File: src/rtl/encoder_round_scheduler_pkg.sv
// Shared definitions for the encoder round scheduler: FSM encoding,
// step-engine order and default loop bounds.
package encoder_round_scheduler_pkg;

  typedef enum logic [2:0] {
    ST_IDLE    = 3'd0,
    ST_ARM     = 3'd1,
    ST_LAUNCH  = 3'd2,
    ST_WAIT    = 3'd3,
    ST_ADVANCE = 3'd4,
    ST_DONE    = 3'd5
  } sched_state_t;

  // Execution order of the step engines within one round
  localparam logic [2:0] STEP_COLPARITY = 3'd0;
  localparam logic [2:0] STEP_ROTATE    = 3'd1;
  localparam logic [2:0] STEP_PERMUTE   = 3'd2;
  localparam logic [2:0] STEP_REVALUATE = 3'd3;
  localparam logic [2:0] STEP_ADDRC     = 3'd4;

  localparam int NUM_STEPS_DEF  = 5;
  localparam int NUM_ROUNDS_DEF = 24;

endpackage

File: src/rtl/encoder_round_scheduler_sched_counter.sv
// Mod-N counter with synchronous clear-to-zero, enable and terminal-count flag.
module sched_counter #(
  parameter int N = 5,
  parameter int W = 3
) (
  input  logic         clk,
  input  logic         rst,
  input  logic         i_init0,
  input  logic         i_en,
  output logic [W-1:0] o_count,
  output logic         o_co
);

  localparam logic [W-1:0] LAST = W'(N - 1);
  localparam logic [W-1:0] ONE  = W'(1);

  logic [W-1:0] r_count;

  // Count register: clear has priority over increment, wraps after N-1
  always_ff @(posedge clk or posedge rst) begin
    if (rst) begin
      r_count <= {W{1'b0}};
    end else if (i_init0) begin
      r_count <= {W{1'b0}};
    end else if (i_en) begin
      r_count <= (r_count == LAST) ? {W{1'b0}} : r_count + ONE;
    end else begin
      r_count <= r_count;
    end
  end

  assign o_count = r_count;
  assign o_co    = (r_count == LAST);

endmodule

File: src/rtl/encoder_round_scheduler.sv
// Round/step sequencer for the encoder permutation: launches each step engine
// in order, waits for its done pulse, and flips the ping-pong state memory.
module encoder_round_scheduler
  import encoder_round_scheduler_pkg::*;
#(
  parameter int NUM_STEPS  = NUM_STEPS_DEF,
  parameter int NUM_ROUNDS = NUM_ROUNDS_DEF,
  parameter int SW         = 3,
  parameter int RW         = 5
) (
  input  logic                 clk,
  input  logic                 rst,
  input  logic                 i_start,
  input  logic [NUM_STEPS-1:0] i_step_ready,
  output logic [NUM_STEPS-1:0] o_step_start,
  output logic [RW-1:0]        o_round,
  output logic [SW-1:0]        o_step_idx,
  output logic                 o_buf_sel,
  output logic                 o_busy,
  output logic                 o_ready
);

  localparam logic [NUM_STEPS-1:0] FIRST_VEC = NUM_STEPS'(1);

  sched_state_t         r_state;
  logic [NUM_STEPS-1:0] r_step_start;
  logic                 r_busy;
  logic                 r_ready;
  logic                 r_buf_sel;

  logic [SW-1:0] w_step_idx;
  logic [SW-1:0] w_step_next;
  logic [RW-1:0] w_round;
  logic          w_step_co;
  logic          w_round_co;
  logic          w_arm;
  logic          w_adv;
  logic          w_round_en;

  assign w_arm       = (r_state == ST_ARM);
  assign w_adv       = (r_state == ST_ADVANCE);
  assign w_round_en  = w_adv & w_step_co & ~w_round_co;
  assign w_step_next = w_step_co ? {SW{1'b0}} : w_step_idx + SW'(1);

  sched_counter #(.N(NUM_STEPS), .W(SW)) u_step_cnt (
    .clk     (clk),
    .rst     (rst),
    .i_init0 (w_arm),
    .i_en    (w_adv),
    .o_count (w_step_idx),
    .o_co    (w_step_co)
  );

  // Round holds at its terminal value so it still reads NUM_ROUNDS-1 at ready
  sched_counter #(.N(NUM_ROUNDS), .W(RW)) u_round_cnt (
    .clk     (clk),
    .rst     (rst),
    .i_init0 (w_arm),
    .i_en    (w_round_en),
    .o_count (w_round),
    .o_co    (w_round_co)
  );

  // Controller: state plus registered Moore outputs for the state being entered
  always_ff @(posedge clk or posedge rst) begin
    if (rst) begin
      r_state      <= ST_IDLE;
      r_step_start <= {NUM_STEPS{1'b0}};
      r_busy       <= 1'b0;
      r_ready      <= 1'b0;
    end else begin
      case (r_state)
        ST_IDLE: begin
          r_step_start <= {NUM_STEPS{1'b0}};
          r_ready      <= 1'b0;
          if (i_start) begin
            r_state <= ST_ARM;
            r_busy  <= 1'b1;
          end else begin
            r_state <= ST_IDLE;
            r_busy  <= 1'b0;
          end
        end
        ST_ARM: begin
          if (i_start) begin
            r_state <= ST_ARM;
          end else begin
            r_state      <= ST_LAUNCH;
            r_step_start <= FIRST_VEC;
          end
        end
        ST_LAUNCH: begin
          r_state      <= ST_WAIT;
          r_step_start <= {NUM_STEPS{1'b0}};
        end
        ST_WAIT: begin
          if (i_step_ready[w_step_idx]) begin
            r_state <= ST_ADVANCE;
          end else begin
            r_state <= ST_WAIT;
          end
        end
        ST_ADVANCE: begin
          if (w_step_co && w_round_co) begin
            r_state <= ST_DONE;
            r_ready <= 1'b1;
          end else begin
            r_state      <= ST_LAUNCH;
            r_step_start <= FIRST_VEC << w_step_next;
          end
        end
        ST_DONE: begin
          r_state <= ST_IDLE;
          r_busy  <= 1'b0;
          r_ready <= 1'b0;
        end
        default: begin
          r_state      <= ST_IDLE;
          r_step_start <= {NUM_STEPS{1'b0}};
          r_busy       <= 1'b0;
          r_ready      <= 1'b0;
        end
      endcase
    end
  end

  // Ping-pong select: flips once per completed step
  always_ff @(posedge clk or posedge rst) begin
    if (rst) begin
      r_buf_sel <= 1'b0;
    end else if (w_arm) begin
      r_buf_sel <= 1'b0;
    end else if (w_adv) begin
      r_buf_sel <= ~r_buf_sel;
    end else begin
      r_buf_sel <= r_buf_sel;
    end
  end

  assign o_step_start = r_step_start;
  assign o_round      = w_round;
  assign o_step_idx   = w_step_idx;
  assign o_buf_sel    = r_buf_sel;
  assign o_busy       = r_busy;
  assign o_ready      = r_ready;

endmodule
File: config.mk
export PLATFORM = sky130hd
export DESIGN_NAME = encoder_round_scheduler
export DESIGN_NICKNAME = d
export VERILOG_FILES = /design/src/rtl/encoder_round_scheduler_pkg.sv /design/src/rtl/encoder_round_scheduler_sched_counter.sv /design/src/rtl/encoder_round_scheduler.sv
export SDC_FILE = /design/constraint.sdc
export NUM_CORES = 1
export LEC_CHECK = 0
export ABC_CLOCK_PERIOD_IN_PS = 2100
export CAP_MARGIN = 20
export CELL_PAD_IN_SITES_DETAIL_PLACEMENT = 1
export CELL_PAD_IN_SITES_GLOBAL_PLACEMENT = 1
export CORE_MARGIN = 2
export CORE_UTILIZATION = 30
export DETAILED_ROUTE_END_ITERATION = 16
export PLACE_DENSITY_LB_ADDON = 0.3
export SETUP_SLACK_MARGIN = 0.05
export SYNTH_ARGS = -nofsm -noshare
export SYNTH_HDL_FRONTEND = slang
export SYNTH_SLANG_ARGS = --single-unit
File: constraint.sdc
create_clock -name clk -period 2.1 [get_ports clk]
set_clock_uncertainty 0.05 [all_clocks]
set_input_delay 0.42 -clock clk [delete_from_list [all_inputs] [get_ports clk]]
set_output_delay 0.42 -clock clk [all_outputs]
set_load 0.005 [all_outputs]
# Word-level counts from Yosys, hierarchy flattened
# Cells that the tools add are included.
# word_totals
register_bits,19
input_bits,8
word_cells,58
# op_classes
addsub,2
magnitude_cmp,1
eq_ne,10
n_shift,1
n_mux,22
bitwise_logic,6
n_reduce_logical,9
# op_table
op,count
$mux W5,5
$mux W3,5
$pmux W3 S5,1
$pmux W5 S3,1
$eq A3 B3 Y1 const B,3
$eq A3 B2 Y1 const B,2
$mux W1,6
$add A5 B1 Y5 const B,1
$eq A5 B5 Y1 const B,1
$shl A1 B3 Y5 const A,1
$lt A3 B4 Y1 const B,1
$ne A2 B2 Y1 const B,2
$not A1 Y1,4
$pmux W1 S2,2
$reduce_bool A2 Y1,2
$reduce_or A4 Y1,1
$add A3 B1 Y3 const B,1
$bmux W1 S3,1
$eq A3 B1 Y1 const B,1
$logic_not A3 Y1,1
$reduce_and A3 Y1,1
$reduce_or A3 Y1,1
$and A1 B1 Y1,2
$mux W2,1
4 further kinds,4

# Logic depth before layout (Yosys ltp)
# depth
word_depth,5
ltp_mapped,6

# By module
# Synthesis repeated with hierarchy kept, for this count alone.
# hier_totals
cells_unflattened,109
hier_area_um2,1127.3
# modules_own_cells
module,instances,cells_each,area_each_um2,seq_area_each_um2
encoder_round_scheduler,1,69,709.4,275.3
sched_counter (u_round_cnt),1,22,244.0,125.1
sched_counter (u_step_cnt),1,18,173.9,75.1

# Worst setup path after synthesis
# OpenSTA, ideal clock, no wires.
# synth_timing
kind,register to register
from,"register u_step_cnt.r_count[0], in the netlist u_step_cnt.o_count[0]"
to,"register r_step_start[0], in the netlist o_step_start[0]"
setup_time_ns,0.079
arrival_time_ns,1.552
path_slack_ns,0.418
stages_incl_launch_ff,7
path_buffers,0
synth_period_minus_slack_ns,1.682
path_cell_list,dfrtp_1 > inv_1 > ha_1 > nand2_1 > nor2_1 > o21ai_1 > mux2i_1
# synth_between
elab_chain_cells,5
# synth_lines
element,line_no,rtl
"start, declared",encoder_round_scheduler_sched_counter.sv:17,logic [W-1:0] r_count;
"start signal, assigned",encoder_round_scheduler_sched_counter.sv:22,r_count <= {W{1'b0}};
"start signal, assigned",encoder_round_scheduler_sched_counter.sv:24,r_count <= {W{1'b0}};
"start signal, assigned",encoder_round_scheduler_sched_counter.sv:26,r_count <= (r_count == LAST) ? {W{1'b0}} : r_count + ONE;
$add A3 B1 Y3 or $eq A3 B3 Y1 (tied branches),"encoder_round_scheduler.sv:43, encoder_round_scheduler_sched_counter.sv:33",
$mux W3,encoder_round_scheduler.sv:43,assign w_step_next = w_step_co ? {SW{1'b0}} : w_step_idx + SW'(1);
$shl A1 B3 Y5,encoder_round_scheduler.sv:109,r_step_start <= FIRST_VEC << w_step_next;
$mux W5,encoder_round_scheduler.sv:104,if (w_step_co && w_round_co) begin
$pmux W5 S3,encoder_round_scheduler.sv:72,case (r_state)
"end signal, assigned",encoder_round_scheduler.sv:74,r_step_start <= {NUM_STEPS{1'b0}};
"end signal, assigned",encoder_round_scheduler.sv:109,
"end signal, assigned",encoder_round_scheduler.sv:119,r_step_start <= {NUM_STEPS{1'b0}};
"end, declared",encoder_round_scheduler.sv:26,logic [NUM_STEPS-1:0] r_step_start;
# Parallel ways exist; a longest one is shown, timed or not. The select of a mux whose other input is x is not followed.
# A chain may end at the register's enable or synchronous reset.

# Worst setup path after layout
# layout_timing
from,"register u_step_cnt.r_count[2], in the netlist u_step_cnt.o_count[2]"
to,output port o_step_idx[2]
# layout_rtl
element,line_no,rtl
"end, declared",encoder_round_scheduler.sv:17,"output logic [SW-1:0] o_step_idx,"
# No word-level cell between the ends.

==> flow_summary.json <==
{
  "synth_top_family_by_area": "simple AND/OR/NAND/NOR gates",
  "setup_tns_ns": 0,
  "gp_routability_congestion": 0.8231,
  "cts_tree": "built",
  "drt_wl_total_mm": 2.615,
  "r2r-start": "r_state[2]",
  "leakage_nw": 0.6059,
  "r2r_end": "r_state[0]",
  "max_freq_mhz": 524.1,
  "track_usage": 0.1355,
  "powerDensity_nw_per_um2": 904.4,
  "final_layout_size_suffix_gt1_frac": 0.09353,
  "ant_nets": 0,
  "path_delay_family": "flip-flops",
  "gr-total-overflow": 0,
  "ir_drop_mv": 0.4844,
  "fillers": 413,
  "coreArea_um2": 3416,
  "setup_viol_count_final": 0,
  "avgSynthCellArea_um2": 9.719,
  "post_synth_most_frequent_cells": "dfrtp_1 (19), nor2_1 (11), nand2_1 (9), o21ai_0 (9), inv_1 (8)",
  "critical_path_class": "flip-flop to output port",
  "tightest_slew_ns": 0.3411,
  "grt_max_degree": 20,
  "wl_met3_um": 69,
  "max_stage_delay_ns": 0.57,
  "n_antenna_cell": 0,
  "synthMuxAreaShare": 0.08506,
  "synth-seq-cells": 19,
  "p_clk_frac": 0.156,
  "start_kind": "flip-flop",
  "viasPerCell": 4.735,
  "dp_hpwl_mm": 1.984,
  "ys.flop_type": "dfrtp_1",
  "ys_types": 34,
  "yosysTopAreaCell": "dfrtp_1",
  "final_nets": 153,
  "clk_pin_slew_ns": 0.13,
  "r2r_setup_slack_ns": 0.33,
  "p_int_w": 0.0007903,
  "cts-root-buf": "clkbuf_4",
  "worstPathRequired_ns": 1.63,
  "rows": 21,
  "drc": 0,
  "r2r_cells": 3,
  "grt_pass1_vias": 904,
  "port_buffers": 23,
  "synthesis.area_um2": 1089,
  "synth_compound_area_frac": 0.09885,
  "synthXorXnorAreaFrac": 0.04023,
  "dr.pass1.iters": 3,
  "power_frac_comb": 0.432,
  "highest_layer": "met4",
  "cp_max_fo": 11,
  "yosysMostFrequentCell": "dfrtp_1",
  "cts_hold_buf": 0,
  "clkLatencyLatePin_ns": 0.30,
  "design_area_um2": 1406,
  "cp-startpoint": "u_step_cnt.o_count[2]",
  "die_w_um": 64.24,
  "fp.dieH_um": 64.24,
  "wl_per_cell_um": 14.14,
  "end_kind": "output port",
  "cts_inserted_buffers": 3,
  "switching_share": 0.3787,
  "cts_buffer_depth": 2,
  "drt_iter0_drc": 13,
  "status": "finished, final reports clean",
  "area_growth_pct": 29.20,
  "dpl_cell_area_um2": 1376,
  "fp.dieArea_um2": 4126,
  "finalMaxSlewViolations": 0,
  "ios": 24,
  "cts_resized": 0,
  "initial_core_util": 0.3187,
  "cts_htree_levels": 1,
  "synth_top_area_share": 0.4368,
  "p_seq_frac": 0.412,
  "drv_cap": 0,
  "yosysSeqAreaShare": 0.4368,
  "worstPathCellList": "clkdlybuf4s50_1",
  "p_sw_w": 0.0004817,
  "synth_fp_nets": 125,
  "min_period_over_period": 0.9085,
  "yosysWarnings": 0,
  "synth_adder_area_share": 0.05747,
  "synthCells": 112,
  "drt-met1-wl_mm": 1.264,
  "slew_headroom": 0.7726,
  "path_buf_inv": 1,
  "rsz0062_at_grt": "false",
  "cts_setup_buffers": 0,
  "min_path_type": "primary input to asynchronous set/reset pin",
  "grt_pass1_wl_mm": 4.409,
  "synthArstFlopShare": 1.000,
  "cts_sinks": 19,
  "crit_arrival_ns": 1.44,
  "met2_length_mm": 1.264,
  "synth_edf_count": 0,
  "num_vias": 876,
  "antenna_found_initial": 0,
  "min_period_ns": 1.908,
  "synthSimpleGateAreaFrac": 0.2195,
  "hold_viol_final": 0,
  "cp_slowest_cell": "dfrtp_1",
  "synth_area_leaders": "dfrtp_1 (44%), mux2i_1 (6.4%), ha_1 (5.7%)"
}
## how the worst max path moves through the flow
stage,to,cells after the start,slack (ns)
2_1_floorplan,o_step_start[0],6,0.42
3_3_place_gp,r_state[0],5,0.28
3_5_place_dp,r_state[0],5,0.20
4_1_cts,o_step_idx[2],1,0.19
5_1_grt,o_step_idx[2],1,0.11
6_report,o_step_idx[2],1,0.19
## per-layer routing
metal  vias to the layer above  track usage
met4                         0      0.03457
met5                         -            0
li1                        439            -
met3                         2      0.01761
met2                        12       0.2318
met1                       423       0.1807
## kinds of logic (layout without fill, tap and decap cells)
group                    after synthesis  count (layout)
AND/OR/NAND/NOR                       43              43
XOR/XNOR                               5               5
adder cells (fa/ha/maj)                5               5
AO/OA/AOI/OAI                         19              19
buffers and inverters                 13              40
flip-flops                            19              19
multiplexers                           8               8
## state kept, by name, summed over array words and instances (netlist names)
name and flops:
o_buf_sel 1, o_busy 1, o_ready 1, o_step_start 5
r_state 3, u_round_cnt.o_count 5, u_step_cnt.o_count 3
## layout make-up
class | instances | area [um2] | area share
multi-input cells | 80 | 545.5 | 0.3879
flip-flops and latches | 19 | 475.5 | 0.3381
repair buffers | 28 | 267.8 | 0.1904
well taps | 46 | 57.56 | 0.04093
inverters | 8 | 30.03 | 0.02135
clock buffers | 3 | 22.52 | 0.01601
clock inverters | 1 | 7.507 | 0.005338
## placed cells by master, fill, tap and decap left out, types with 2 or more instances in the layout
master           instances
nor3b_2                  2
dfrtp_1                 19
clkbuf_4                 3
nand3_1                  5
nor2b_1                  2
o21ai_0                  9
inv_1                    8
nand2b_1                 2
nor2_1                  11
nand4_1                  2
nand2_1                  9
ha_1                     5
o22ai_1                  2
buf_4                    5
nor3_1                   2
xor2_1                   4
clkdlybuf4s50_1         23
a21oi_1                  3
mux2i_1                  7
## power by group through the flow
stage	Combinational (W)	Sequential, W	Clock, W
floorplan	0.000355	0.000507	0
global placement	0.000542	0.000523	0
detailed placement	0.000556	0.000531	0
CTS	0.000560	0.000524	0.000205
global route	0.000617	0.000538	0.000217
finish	0.000549	0.000524	0.000199
## stage by stage
stage / setup WS [ns] / std cells / utilization / hold WS (ns) / power [W]
after floorplan: 0.4184 / 112 / - / 0.3211 / 0.0008618
after global placement: 0.2777 / 181 / 0.4029 / 0.4299 / 0.001065
after detailed placement: 0.2008 / 181 / 0.4029 / 0.4408 / 0.001087
after CTS: 0.1886 / 185 / 0.4117 / 0.3885 / 0.001288
after global routing: 0.1051 / 185 / 0.4117 / 0.3937 / 0.001372
final: 0.1921 / 185 / 0.4117 / 0.3748 / 0.001272
Power figures use the tool's default switching activity.
